==> config.mk <==
export PLATFORM = sky130hd
export DESIGN_NAME = if_fetch_queue
export DESIGN_NICKNAME = d
export VERILOG_FILES = /design/src/rtl/if_fetch_queue.sv
export SDC_FILE = /design/constraint.sdc
export NUM_CORES = 1
export LEC_CHECK = 0
export BUFFER_PORTS_ARGS = -buffer_cell sky130_fd_sc_hd__buf_4
export CAP_MARGIN = 10
export CORE_MARGIN = 4
export CORE_UTILIZATION = 40
export DETAILED_ROUTE_END_ITERATION = 8
export GPL_TIMING_DRIVEN = 0
export SLEW_MARGIN = 5
export SYNTH_ARGS = -nofsm -noshare
export SYNTH_HDL_FRONTEND = slang
export SYNTH_SLANG_ARGS = --single-unit
export TNS_END_PERCENT = 10
==> constraint.sdc <==
create_clock -name clk -period 5.95 [get_ports clk]
set_clock_uncertainty 0.2 [all_clocks]
set_input_delay 1.19 -clock clk [delete_from_list [all_inputs] [get_ports clk]]
set_output_delay 1.19 -clock clk [all_outputs]
set_load 0.01 [all_outputs]
==> src/rtl/if_fetch_queue.sv <==
// Instruction-fetch front end: issues RAM reads ahead of ID and buffers the
// returned {PC, word} pairs in a small FIFO so ID stalls never stall the RAM.
module if_fetch_queue #(
  parameter int          IWIDTH = 14,
  parameter int          QDEPTH = 4,
  parameter logic [31:0] NOP    = 32'h0000_0013
) (
  input  logic                     clk,
  input  logic                     rst_n,
  input  logic                     pc_start,
  input  logic [31:2]              start_adr,
  input  logic                     trap_cond,
  input  logic [31:2]              trap_adr,
  input  logic                     jmp_cond,
  input  logic [31:2]              jmp_adr,
  input  logic                     ic_stall,
  input  logic                     id_stall,
  input  logic                     i_read_sel,
  input  logic [IWIDTH+1:2]        mon_radr,
  output logic [IWIDTH+1:2]        ram_radr,
  input  logic [31:0]              ram_rdata,
  output logic [31:0]              mon_rdata,
  output logic [31:2]              pc_if,
  output logic [31:0]              inst_id,
  output logic [31:2]              pc_id,
  output logic                     valid_id,
  output logic [$clog2(QDEPTH):0]  q_count
);
  localparam int PW = $clog2(QDEPTH);
  localparam int CW = PW + 1;
  localparam logic [CW:0] QFULL = (CW+1)'(QDEPTH);

  typedef struct packed {
    logic [31:2] pc;
    logic [31:0] inst;
  } entry_t;

  entry_t        q [QDEPTH];
  logic [PW-1:0] head, tail;
  logic          run, inflight, post_trap;
  logic [31:2]   pc_inflight, target;
  logic          flush, issue, push, pop;
  logic [CW:0]   occ;

  // A jump in the cycle right after a trap is the trapped instruction's own
  // redirect and must not override the trap vector.
  assign flush = pc_start | trap_cond | (jmp_cond & ~post_trap);

  always_comb begin
    target = jmp_adr;
    if (pc_start)       target = start_adr;
    else if (trap_cond) target = trap_adr;
  end

  // Queue entries plus the word still in the RAM pipe; a same-cycle pop is
  // deliberately not credited.
  assign occ   = {1'b0, q_count} + {{CW{1'b0}}, inflight};
  assign issue = run & ~flush & ~ic_stall & ~i_read_sel & (occ < QFULL);
  assign push  = inflight & ~flush;
  assign pop   = valid_id & ~id_stall & ~flush;

  assign ram_radr  = i_read_sel ? mon_radr : pc_if[IWIDTH+1:2];
  assign mon_rdata = ram_rdata;

  always_ff @(posedge clk or negedge rst_n) begin
    if (!rst_n) begin
      run         <= 1'b0;
      post_trap   <= 1'b0;
      inflight    <= 1'b0;
      pc_inflight <= '0;
      pc_if       <= '0;
      head        <= '0;
      tail        <= '0;
      q_count     <= '0;
    end else begin
      post_trap <= trap_cond;
      if (pc_start) run <= 1'b1;
      inflight <= issue;
      if (issue) pc_inflight <= pc_if;
      if (flush) begin
        head    <= '0;
        tail    <= '0;
        q_count <= '0;
        pc_if   <= target;
      end else begin
        if (issue) pc_if <= pc_if + 30'd1;
        if (push)  tail  <= tail + 1'b1;
        if (pop)   head  <= head + 1'b1;
        case ({push, pop})
          2'b10:   q_count <= q_count + 1'b1;
          2'b01:   q_count <= q_count - 1'b1;
          default: q_count <= q_count;
        endcase
      end
    end
  end

  always_ff @(posedge clk) begin
    if (push) q[tail] <= '{pc: pc_inflight, inst: ram_rdata};
  end

  assign valid_id = (q_count != '0);
  assign inst_id  = valid_id ? q[head].inst : NOP;
  assign pc_id    = valid_id ? q[head].pc   : '0;

  a_no_push_full: assert property (@(posedge clk) disable iff (!rst_n)
    !(push && ({1'b0, q_count} == QFULL)));
endmodule

==> flow_metrics.tcl <==
set metrics [dict create \
    grt_pass1_wl_um 47500 \
    synth_cells 823 \
    synth_fp_nets 973 \
    vias_per_cell 4.95 \
    syn_avg_cell_area_um2 16.6 \
    drc 0 \
    layout.nets 1296 \
    core_um2 33600 \
    critPathBufInv 3 \
    dieArea_um2 37300 \
    drv_slew 0 \
    synth-xor-area-share_pct 2.11 \
    overflow 0 \
    cts_buffers 34 \
    track_usage_pct 16.5 \
    layout-area-overhead-vs-synth_pct 28.4 \
    setup_viol 0 \
    p_total_w 0.00512 \
    clk_path_buf_depth 3 \
    max_slew.worst_pin.slew_ps 1060 \
    wl_um 31100 \
    die_y_um 193 \
    grt_max_degree 71 \
    synthFlopType "edfxtp_1" \
    cts-resized-gates 0 \
    finalHoldViolations 0 \
    path_class "flip-flop to output pin" \
    max_freq_mhz 237 \
    io_pins 286 \
    rows 67 \
    die_x_um 193 \
    ctsHoldBuffers 0 \
    path_max_fanout 10 \
    synth_compound_area_share_pct 3.40 \
    clockPowerShare_pct 39.5 \
    clkTransAtPathRegs_ps 60 \
    antenna_found_initial 0 \
    htreeDepth 2 \
    diodes 0 \
    timing.slew.headroom_pct 28.6 \
    crit_family "buffers and inverters" \
    antenna_left 0 \
    endpoint_kind "output pin" \
    synthAdderAreaFrac_pct 0.603 \
    power.density_nw_per_um2 291 \
    io_buffer_count 283 \
    drive_gt1_share_pct 43.1 \
    ys_seq_elements 318 \
    rsz0062_at_grt "no" \
    cts_num_sinks 318 \
    syn-cell-area_um2 13700 \
    synth-async-reset-ratio_pct 22.0 \
    synthMuxAreaShare_pct 15.9 \
    clock_latency_ps 510 \
    post_cts.repair.setup_buffers 0 \
    synth_top_family_by_area "multiplexers" \
    place_hpwl_um 21900 \
    p_int_w 0.00398 \
    gp_congestion 0.783 \
    ys_seq_area_share_pct 67.2 \
    p_comb_share_pct 8.1 \
    post_drt_wl_per_cell_um 19.2 \
    cts_tree "yes" \
    post-route-min-period_ps 4220 \
    firstDrtPassIters 4 \
    startpoint_type "flip-flop" \
    maxCapViolCount 0 \
    yosys.area_share.simple_pct 7.33 \
    ys_types 45 \
    outcome "finished, final reports clean" \
    root_buffer "clkbuf_16" \
    leakagePower_nw 6.55 \
    rrSetupSlack_ps 2790 \
    ys_warn_count 0 \
    cpPeakStageDelay_ps 630 \
    grt_pass1_vias 8393 \
    fin_ws_ps 1730 \
    initial_core_util_pct 40.7 \
    min_path_type "flip-flop to flip-flop" \
    worstPathRequired_ps 4560 \
    critPathArrivalTime_ps 2830 \
    peakVddDrop_uv 155 \
    drt_iter0_drc 317 \
    switching_share_pct 22.3 \
    seqPwrFrac_pct 52.5 \
    p_switching_w 0.00114 \
    dp_slack_ps 1500 \
    cp_cell_sequence "clkbuf_1 > buf_2 > mux4_2 > nor2b_1 > buf_4" \
    crit_path_top_delay_cell "clkbuf_1" \
    vias 8019 \
    synth_edf_count 248 \
    post-route-period-util_pct 71.0 \
]
routing by layer:
metal / GRT usage [%] / wire (µm) / vias up
li1: - / - / 3777
met5: 0 / 0 / -
met1: 21.9 / 13200 / 3938
met2: 28.4 / 15500 / 266
met3: 2.90 / 1840 / 38
met4: 4.66 / 600 / 0
power by group through the flow:
| stage | clock network (W) | logic [W] | registers [W] |
|---|---|---|---|
| after floorplan | 0 | 0.000200 | 0.00269 |
| after CTS | 0.00209 | 0.000421 | 0.00269 |
| after detailed placement | 0 | 0.000419 | 0.00273 |
| final | 0.00202 | 0.000413 | 0.00269 |
| after global routing | 0.00218 | 0.000457 | 0.00271 |
| after global placement | 0 | 0.000414 | 0.00272 |
worst register-to-register path, stage by stage (launching register included):
cell	delay [ps]
dfrtp_1	340
nor2b_1	50
nor3_1	810
clkbuf_1	520
and3_4	610
buf_12	300
cells in the mapped netlist (2+ instances only):
cell / number / area (µm²)
mux2_1: 6 / 67.6
mux2_2: 38 / 428
buf_1: 2 / 7.51
nor4_4: 2 / 42.5
xor2_1: 25 / 219
dfrtp_1: 70 / 1750
nor3_2: 2 / 20.0
nor2_1: 42 / 158
a21oi_1: 20 / 100
nor3_1: 3 / 15.0
nand3_1: 13 / 65.1
nand2_1: 17 / 63.8
ha_1: 5 / 62.6
o21ai_0: 2 / 10.0
xnor2_1: 8 / 70.1
edfxtp_1: 248 / 7450
a21oi_2: 6 / 52.6
or3_1: 2 / 12.5
buf_2: 14 / 70.1
mux4_2: 62 / 1400
nor2b_1: 60 / 375
and4_1: 2 / 17.5
buf_6: 2 / 22.5
inv_1: 5 / 18.8
nand4_1: 13 / 81.3
or2_2: 4 / 25.0
and3_1: 9 / 56.3
a211oi_1: 27 / 203
o31ai_1: 4 / 30.0
a22o_1: 4 / 35.0
nand2b_1: 3 / 18.8
clkbuf_1: 31 / 116
mux2i_1: 29 / 290
buf_4: 32 / 240
registers in the layout, summed over array words and instances (netlist names):
| register | flops |
|---|---|
| head | 2 |
| q | 248 |
| q_count | 3 |
| pc_inflight | 30 |
| run | 1 |
| post_trap | 1 |
| tail | 2 |
| pc_if | 30 |
| inflight | 1 |
metrics by stage:
stage | cells | instance area, µm² | TNS (ps) | utilization [%] | hold slack (ps)
after floorplan | 823 | 13700 | 0 | - | 228
after global placement | 1554 | 16400 | -69010 | 48.7 | 247
after detailed placement | 1558 | 16500 | 0 | 49.1 | 245
after CTS | 1620 | 17600 | 0 | 52.3 | 268
after global routing | 1620 | 17600 | 0 | 52.3 | 289
final | 1620 | 17600 | 0 | 52.3 | 266
cell usage in the layout (no fill, tap or decap), types with 3 or more instances in the layout:
master / synthesis / layout
a211oi_1: 27 / 27
a21oi_1: 20 / 20
a21oi_2: 6 / 6
a22o_1: 4 / 4
and3_1: 9 / 5
and3_4: 0 / 4
buf_16: 0 / 3
buf_2: 14 / 14
buf_4: 32 / 315
clkbuf_1: 31 / 40
clkbuf_16: 0 / 35
clkinv_1: 0 / 4
clkinv_2: 0 / 6
dfrtp_1: 70 / 70
edfxtp_1: 248 / 248
ha_1: 5 / 5
inv_1: 5 / 5
mux2_1: 6 / 6
mux2_2: 38 / 38
mux2i_1: 29 / 29
mux4_2: 62 / 62
nand2_1: 17 / 17
nand2b_1: 3 / 3
nand3_1: 13 / 13
nand4_1: 13 / 13
nor2_1: 42 / 42
nor2b_1: 60 / 60
nor3_1: 3 / 3
o31ai_1: 4 / 4
or2_2: 4 / 4
xnor2_1: 8 / 8
xor2_1: 25 / 25
final timing paths:
kind | from | end | depth (start not counted)
hold / removal | run$_DFFE_PN0P_ | run$_DFFE_PN0P_ | 1
hold reg to reg | run$_DFFE_PN0P_ | run$_DFFE_PN0P_ | 1
min in group asynchronous | rst_n | pc_if[25]$_DFFE_PN0P_ | 1
max in group asynchronous | rst_n | q_count[0]$_DFFE_PN0P_ | 1
setup reg to reg | post_trap$_DFF_PN0_ | q[1][23]$_DFFE_PP_ | 5
setup / recovery | head[0]$_DFFE_PN0P_ | pc_id[16] | 5
layout make-up:
| cell class | instances | area [µm²] |
|---|---|---|
| clock buffers | 45 | 923 |
| plain buffers | 81 | 457 |
| clock inverters | 17 | 164 |
| fillers | 2848 | 16000 |
| flip-flops and latches | 318 | 9200 |
| multi-input cells | 419 | 4040 |
| repair buffers | 287 | 2230 |
| inverters | 5 | 18.8 |
| well taps | 448 | 561 |
logic make-up after synthesis:
| kind of cell | Yosys count |
|---|---|
| compound gates | 67 |
| buf+inv | 86 |
| fa+ha+maj | 6 |
| simple gates | 178 |
| mux | 135 |
| xor+xnor | 33 |
| flops | 318 |
No activity file was read; power rests on OpenSTA's default activity.
